$ cat config.mk
export PLATFORM = sky130hd
export DESIGN_NAME = anc_sample_sequencer
export DESIGN_NICKNAME = d
export VERILOG_FILES = /design/src/rtl/anc_seq_pkg.sv /design/src/rtl/anc_interval_counter.sv /design/src/rtl/anc_sample_sequencer.sv
export SDC_FILE = /design/constraint.sdc
export NUM_CORES = 1
export LEC_CHECK = 0
export CORE_UTILIZATION = 55
export CTS_BUF_LIST = sky130_fd_sc_hd__clkbuf_4
export DETAILED_ROUTE_END_ITERATION = 10
export GPL_TIMING_DRIVEN = 0
export PLACE_DENSITY = 0.79
export RECOVER_POWER = 50
export SKIP_CTS_REPAIR_TIMING = 1
export SLEW_MARGIN = 30
export SYNTH_ARGS = -nofsm -noshare
export SYNTH_HDL_FRONTEND = slang
export SYNTH_HIERARCHICAL = 1
export SYNTH_SLANG_ARGS = --single-unit
$ cat constraint.sdc
create_clock -name clk -period 2.65 [get_ports clk]
set_input_delay 0.53 -clock clk [delete_from_list [all_inputs] [get_ports clk]]
set_output_delay 0.53 -clock clk [all_outputs]
set_load 0.01 [all_outputs]
$ cat src/rtl/anc_seq_pkg.sv
// Shared types and sizing helpers for the ANC start-up sequencer.
package anc_seq_pkg;

  typedef enum logic [1:0] {
    IDLE   = 2'd0,
    HOLD   = 2'd1,
    SETTLE = 2'd2,
    RUN    = 2'd3
  } anc_seq_state_t;

  // Interval counter width: enough bits to hold the largest reload value.
  function automatic int unsigned cnt_width(input int unsigned holdoff,
                                            input int unsigned settle,
                                            input int unsigned div);
    int unsigned m;
    m = holdoff;
    if (settle > m) m = settle;
    if (div > m) m = div;
    return (m < 2) ? 1 : $clog2(m + 1);
  endfunction

endpackage

$ cat src/rtl/anc_interval_counter.sv
// Loadable down-counter; expire flags the last cycle of a loaded interval.
module anc_interval_counter #(
  parameter int unsigned CNT_W = 8
) (
  input  logic             clk,
  input  logic             rst,
  input  logic             load,
  input  logic [CNT_W-1:0] load_val,
  output logic             expire
);

  logic [CNT_W-1:0] count;

  always_ff @(posedge clk) begin
    if (!rst) begin
      count <= '0;
    end else if (load) begin
      count <= load_val;
    end else if (count != '0) begin
      count <= count - CNT_W'(1);
    end
  end

  // A value of N loaded at edge E expires across edge E+N.
  assign expire = (count == CNT_W'(1));

endmodule

$ cat src/rtl/anc_sample_sequencer.sv
// Power-up sequencer (hold-off, ADC enable, settle, filter enable) and
// sample-strobe generator for the ANC datapath.
module anc_sample_sequencer #(
  parameter int unsigned HOLDOFF = 8,
  parameter int unsigned SETTLE  = 16,
  parameter int unsigned DIV     = 50,
  parameter int unsigned IDX_W   = 16
) (
  input  logic             clk,
  input  logic             rst,
  input  logic             run,
  output logic             adc_en,
  output logic             filt_en,
  output logic             ready,
  output logic             sample_tick,
  output logic [IDX_W-1:0] sample_idx
);

  import anc_seq_pkg::*;

  localparam int unsigned CNT_W = cnt_width(HOLDOFF, SETTLE, DIV);

  anc_seq_state_t   state_q, state_d;
  logic [IDX_W-1:0] tick_cnt, tick_cnt_d;
  logic [IDX_W-1:0] sample_idx_d;
  logic             adc_en_d, filt_en_d, ready_d, sample_tick_d;
  logic             load;
  logic [CNT_W-1:0] load_val;
  logic             expire;

  anc_interval_counter #(
    .CNT_W (CNT_W)
  ) u_interval (
    .clk      (clk),
    .rst      (rst),
    .load     (load),
    .load_val (load_val),
    .expire   (expire)
  );

  // State, tick count and all outputs are registered together.
  always_ff @(posedge clk) begin
    if (!rst) begin
      state_q     <= IDLE;
      tick_cnt    <= '0;
      adc_en      <= 1'b0;
      filt_en     <= 1'b0;
      ready       <= 1'b0;
      sample_tick <= 1'b0;
      sample_idx  <= '0;
    end else begin
      state_q     <= state_d;
      tick_cnt    <= tick_cnt_d;
      adc_en      <= adc_en_d;
      filt_en     <= filt_en_d;
      ready       <= ready_d;
      sample_tick <= sample_tick_d;
      sample_idx  <= sample_idx_d;
    end
  end

  // Enum literal qualified where it collides with the SETTLE parameter.
  always_comb begin
    state_d       = state_q;
    tick_cnt_d    = tick_cnt;
    adc_en_d      = adc_en;
    filt_en_d     = filt_en;
    ready_d       = ready;
    sample_tick_d = 1'b0;
    sample_idx_d  = sample_idx;
    load          = 1'b0;
    load_val      = '0;

    if (state_q != IDLE && !run) begin
      state_d      = IDLE;
      tick_cnt_d   = '0;
      adc_en_d     = 1'b0;
      filt_en_d    = 1'b0;
      ready_d      = 1'b0;
      sample_idx_d = '0;
    end else begin
      case (state_q)
        IDLE: begin
          adc_en_d     = 1'b0;
          filt_en_d    = 1'b0;
          ready_d      = 1'b0;
          sample_idx_d = '0;
          tick_cnt_d   = '0;
          if (run) begin
            state_d  = HOLD;
            load     = 1'b1;
            load_val = CNT_W'(HOLDOFF);
          end
        end
        HOLD: begin
          if (expire) begin
            state_d  = anc_seq_pkg::SETTLE;
            adc_en_d = 1'b1;
            load     = 1'b1;
            load_val = CNT_W'(SETTLE);
          end
        end
        anc_seq_pkg::SETTLE: begin
          if (expire) begin
            state_d    = RUN;
            filt_en_d  = 1'b1;
            ready_d    = 1'b1;
            tick_cnt_d = '0;
            load       = 1'b1;
            load_val   = CNT_W'(DIV);
          end
        end
        RUN: begin
          if (expire) begin
            sample_tick_d = 1'b1;
            sample_idx_d  = tick_cnt;
            tick_cnt_d    = tick_cnt + IDX_W'(1);
            load          = 1'b1;
            load_val      = CNT_W'(DIV);
          end
        end
        default: state_d = IDLE;
      endcase
    end
  end

endmodule

==> results.tsv <==
stage	metric	value	unit
clock_network	cts.htree.levels	2	
clock_network	numCtsBuffers	5	
power_and_ir_drop	p_seq_frac	0.446	
power_and_ir_drop	switching_share	0.376	
drt	drt_iter0_drc	94	
clock_network	tritoncts	done	
yosys	yosys_warnings	6	
drt	firstDrtPassIters	4	
floorplanning	die_h	61.6	um
clock_network	cts_sinks	43	
timing	tns	0	ps
timing	setup_violations	0	
yosys	seq_area_frac_synth	0.441	
setup_path	crit_fanout	9	
timing	slew_headroom	0.600	
global_route	track_usage	0.213	
timing	min_period_over_period	0.904	
drt	drc_errors	0	
place	portBuffers	22	
global_route	grt_max_degree	14	
setup_path	start_kind	register	
floorplanning	die_w	61.6	um
place	post-dp-hpwl	2600	um
status	status	complete, no violations	
timing	rsz0062_at_grt	false	
yosys	synth_cell_type_count	43	
layout	antenna_cells	0	
global_route	grt_pass1_wl	5950	um
clock_network	insertion_delay	340	ps
layout	stdcell_count	287	
clock_network	clock_path_buffers	2	
clock_network	cts_root_buf	clkbuf_4	
setup_path	path_class	reg -> reg	
power_and_ir_drop	power.switching	676	uW
floorplanning	die-area	3790	um2
setup_path	arrival	2670	ps
timing	post-route-min-period	2400	ps
global_route	first_global_vias	1350	
setup_path	endpoint_kind	register	
drt	ant_nets	0	
yosys	netlist_instances	210	
drt	viasPerCell	5.44	
drt	wl_per_cell	12.5	um
clock_network	path_clk_slew	120	ps
layout	final_area	2310	um2
drt	via_count	1562	
power_and_ir_drop	vdd_drop_max	0.000443	V
power_and_ir_drop	leakagePower	0.895	nW
layout	area_growth	18.1	%
power_and_ir_drop	power_density	779	nW/um2
timing	hold_viol_final	0	
place	place_congestion	0.779	
floorplanning	coreArea	3360	um2
timing	slew_violations	0	
floorplanning	start_util	0.581	
power_and_ir_drop	power.total	1.80	mW
layout	drive_above_1_share	0.0747	
run	maxCapViolations	0	
power_and_ir_drop	power_frac_comb	0.380	
global_route	overflow	0	
yosys	ys_ff_latch	43	
timing	worst_slew_pin_slew	596	ps
setup_path	required	2930	ps
yosys	netlist_area	1950	um2
timing	max_freq	417	MHz
global_route	antenna_found_initial	0	
place	postPlaceCellArea	2230	um2
floorplanning	pin_count	23	
layout	fin_nets	251	
timing	skew	8.79	ps
floorplanning	rows	21	
drt	drt-total-wl	3580	um
worst_hold_path	hold_path.class	reg -> reg	
yosys	syn_area_per_cell	9.30	um2
power_and_ir_drop	clockPowerShare	0.174	
power_and_ir_drop	intPower	1.12	mW
place	post-place-cells	279	
layout by cell type (no fill, tap or decap), types with 3 or more instances in the layout:
cell type	n
dfxtp_1	43
dlygate4sd3_1	20
nand2_1	19
a22o_1	16
nor2_1	15
inv_1	11
a21oi_1	10
nand3_1	8
ha_1	8
xnor2_1	7
nand4_1	6
o21ai_0	6
clkbuf_4	6
clkbuf_1	5
nand2b_1	5
mux2i_1	5
a211o_1	4
and2_1	3
a211oi_1	3
xor2_1	3
nor2b_1	3
power by group through the flow:
stage	clock [mW]	sequential [mW]	combinational [mW]
floorplan	0	0.780	0.544
finish	0.313	0.801	0.684
detailed placement	0	0.799	0.666
global placement	0	0.799	0.652
global route	0.360	0.811	0.770
CTS	0.326	0.785	0.667
logic make-up (layout without fill, tap and decap cells):
group / count (synthesis) / after routing / synth area share
adder cells (fa/ha/maj): 8 / 8 / 0.0513
AO/OA/AOI/OAI: 53 / 53 / 0.207
flip-flops: 43 / 43 / 0.441
AND/OR/NAND/NOR: 71 / 71 / 0.185
other: 1 / 2 / 0.00192
buffers and inverters: 19 / 49 / 0.0442
XOR/XNOR: 10 / 10 / 0.0448
multiplexers: 5 / 5 / 0.0256
metal layers:
layer  vias up  track usage  wire length [um]
li1        815            -                 -
met1       720        0.297              1910
met2        22        0.321              1520
met3         5       0.0630               111
met4         0       0.0603                40
met5         -            0                 0
Yosys cell counts:
cell type / number / area [um2]
a211o_1: 4 / 35.0
or3_1: 2 / 12.5
and2_1: 4 / 25.0
or2_1: 1 / 6.26
nor3b_1: 1 / 7.51
o221a_2: 2 / 22.5
a22o_1: 16 / 140
a211oi_1: 3 / 22.5
o21a_1: 1 / 7.51
nand4_1: 6 / 37.5
dfxtp_1: 43 / 861
a31o_2: 1 / 8.76
or4_4: 1 / 11.3
mux2i_1: 5 / 50.1
buf_6: 1 / 11.3
conb_1: 1 / 3.75
inv_1: 11 / 41.3
o21ai_0: 6 / 30.0
xnor2_1: 7 / 61.3
nand2_1: 19 / 71.3
nand2b_1: 5 / 31.3
or4_1: 1 / 7.51
a31oi_1: 1 / 6.26
ha_1: 8 / 100
o21ai_1: 1 / 5.00
nor4_1: 1 / 6.26
a2111oi_2: 1 / 15.0
o211ai_1: 1 / 7.51
a2111oi_0: 1 / 8.76
nor3_1: 2 / 10.0
a221o_1: 1 / 10.0
nor2_1: 15 / 56.3
o41a_1: 1 / 11.3
nand3_1: 8 / 40.0
a21oi_1: 10 / 50.1
o31ai_1: 2 / 15.0
clkbuf_1: 5 / 18.8
xor2_1: 3 / 26.3
buf_4: 2 / 15.0
nor2b_1: 3 / 18.8
and3_1: 1 / 6.26
o311ai_0: 1 / 8.76
nor3b_2: 1 / 12.5
critical path: stages, from the launching register on:
cell and delay [ps]:
dfxtp_1 400, nor4_4 430, and2_0 190, buf_4 160
nand2_1 200, a211o_1 410, or4_1 410, a21oi_1 140
layout make-up:
cell class                      count  area (um2)
Timing Repair Buffer               22         220
Buffer                              8        45.0
Inverter                           11        41.3
Multi-Input combinational cell    149        1020
Tap cell                           46        57.6
Clock inverter                      2        12.5
Sequential cell                    43         861
Clock buffer                        6        45.0
Fill cell                         300        1060
per-stage QoR:
stage | util | hold slack [ps] | setup slack, ps
finish | 0.686 | 479 | 254
global route | 0.686 | 510 | 90.8
CTS | 0.682 | 486 | -93.0
detailed placement | 0.664 | 460 | -61.3
global placement | 0.664 | 457 | -50.3
floorplan | - | 446 | 312
registers in the layout (all words and copies together) (netlist names):
register          flops
adc_en                1
ready                 1
sample_idx           16
sample_tick           1
state_q               2
tick_cnt             16
u_interval/count      6
final timing paths:
check | from | end | slack [ps] | cells after the start
setup / recovery | u_interval/count[2] | tick_cnt[12] | 250 | 7
hold / removal | tick_cnt[15] | tick_cnt[15] | 480 | 2
setup reg to reg | u_interval/count[2] | tick_cnt[12] | 250 | 7
hold reg to reg | tick_cnt[15] | tick_cnt[15] | 480 | 2
Power figures use the tool's default switching activity.
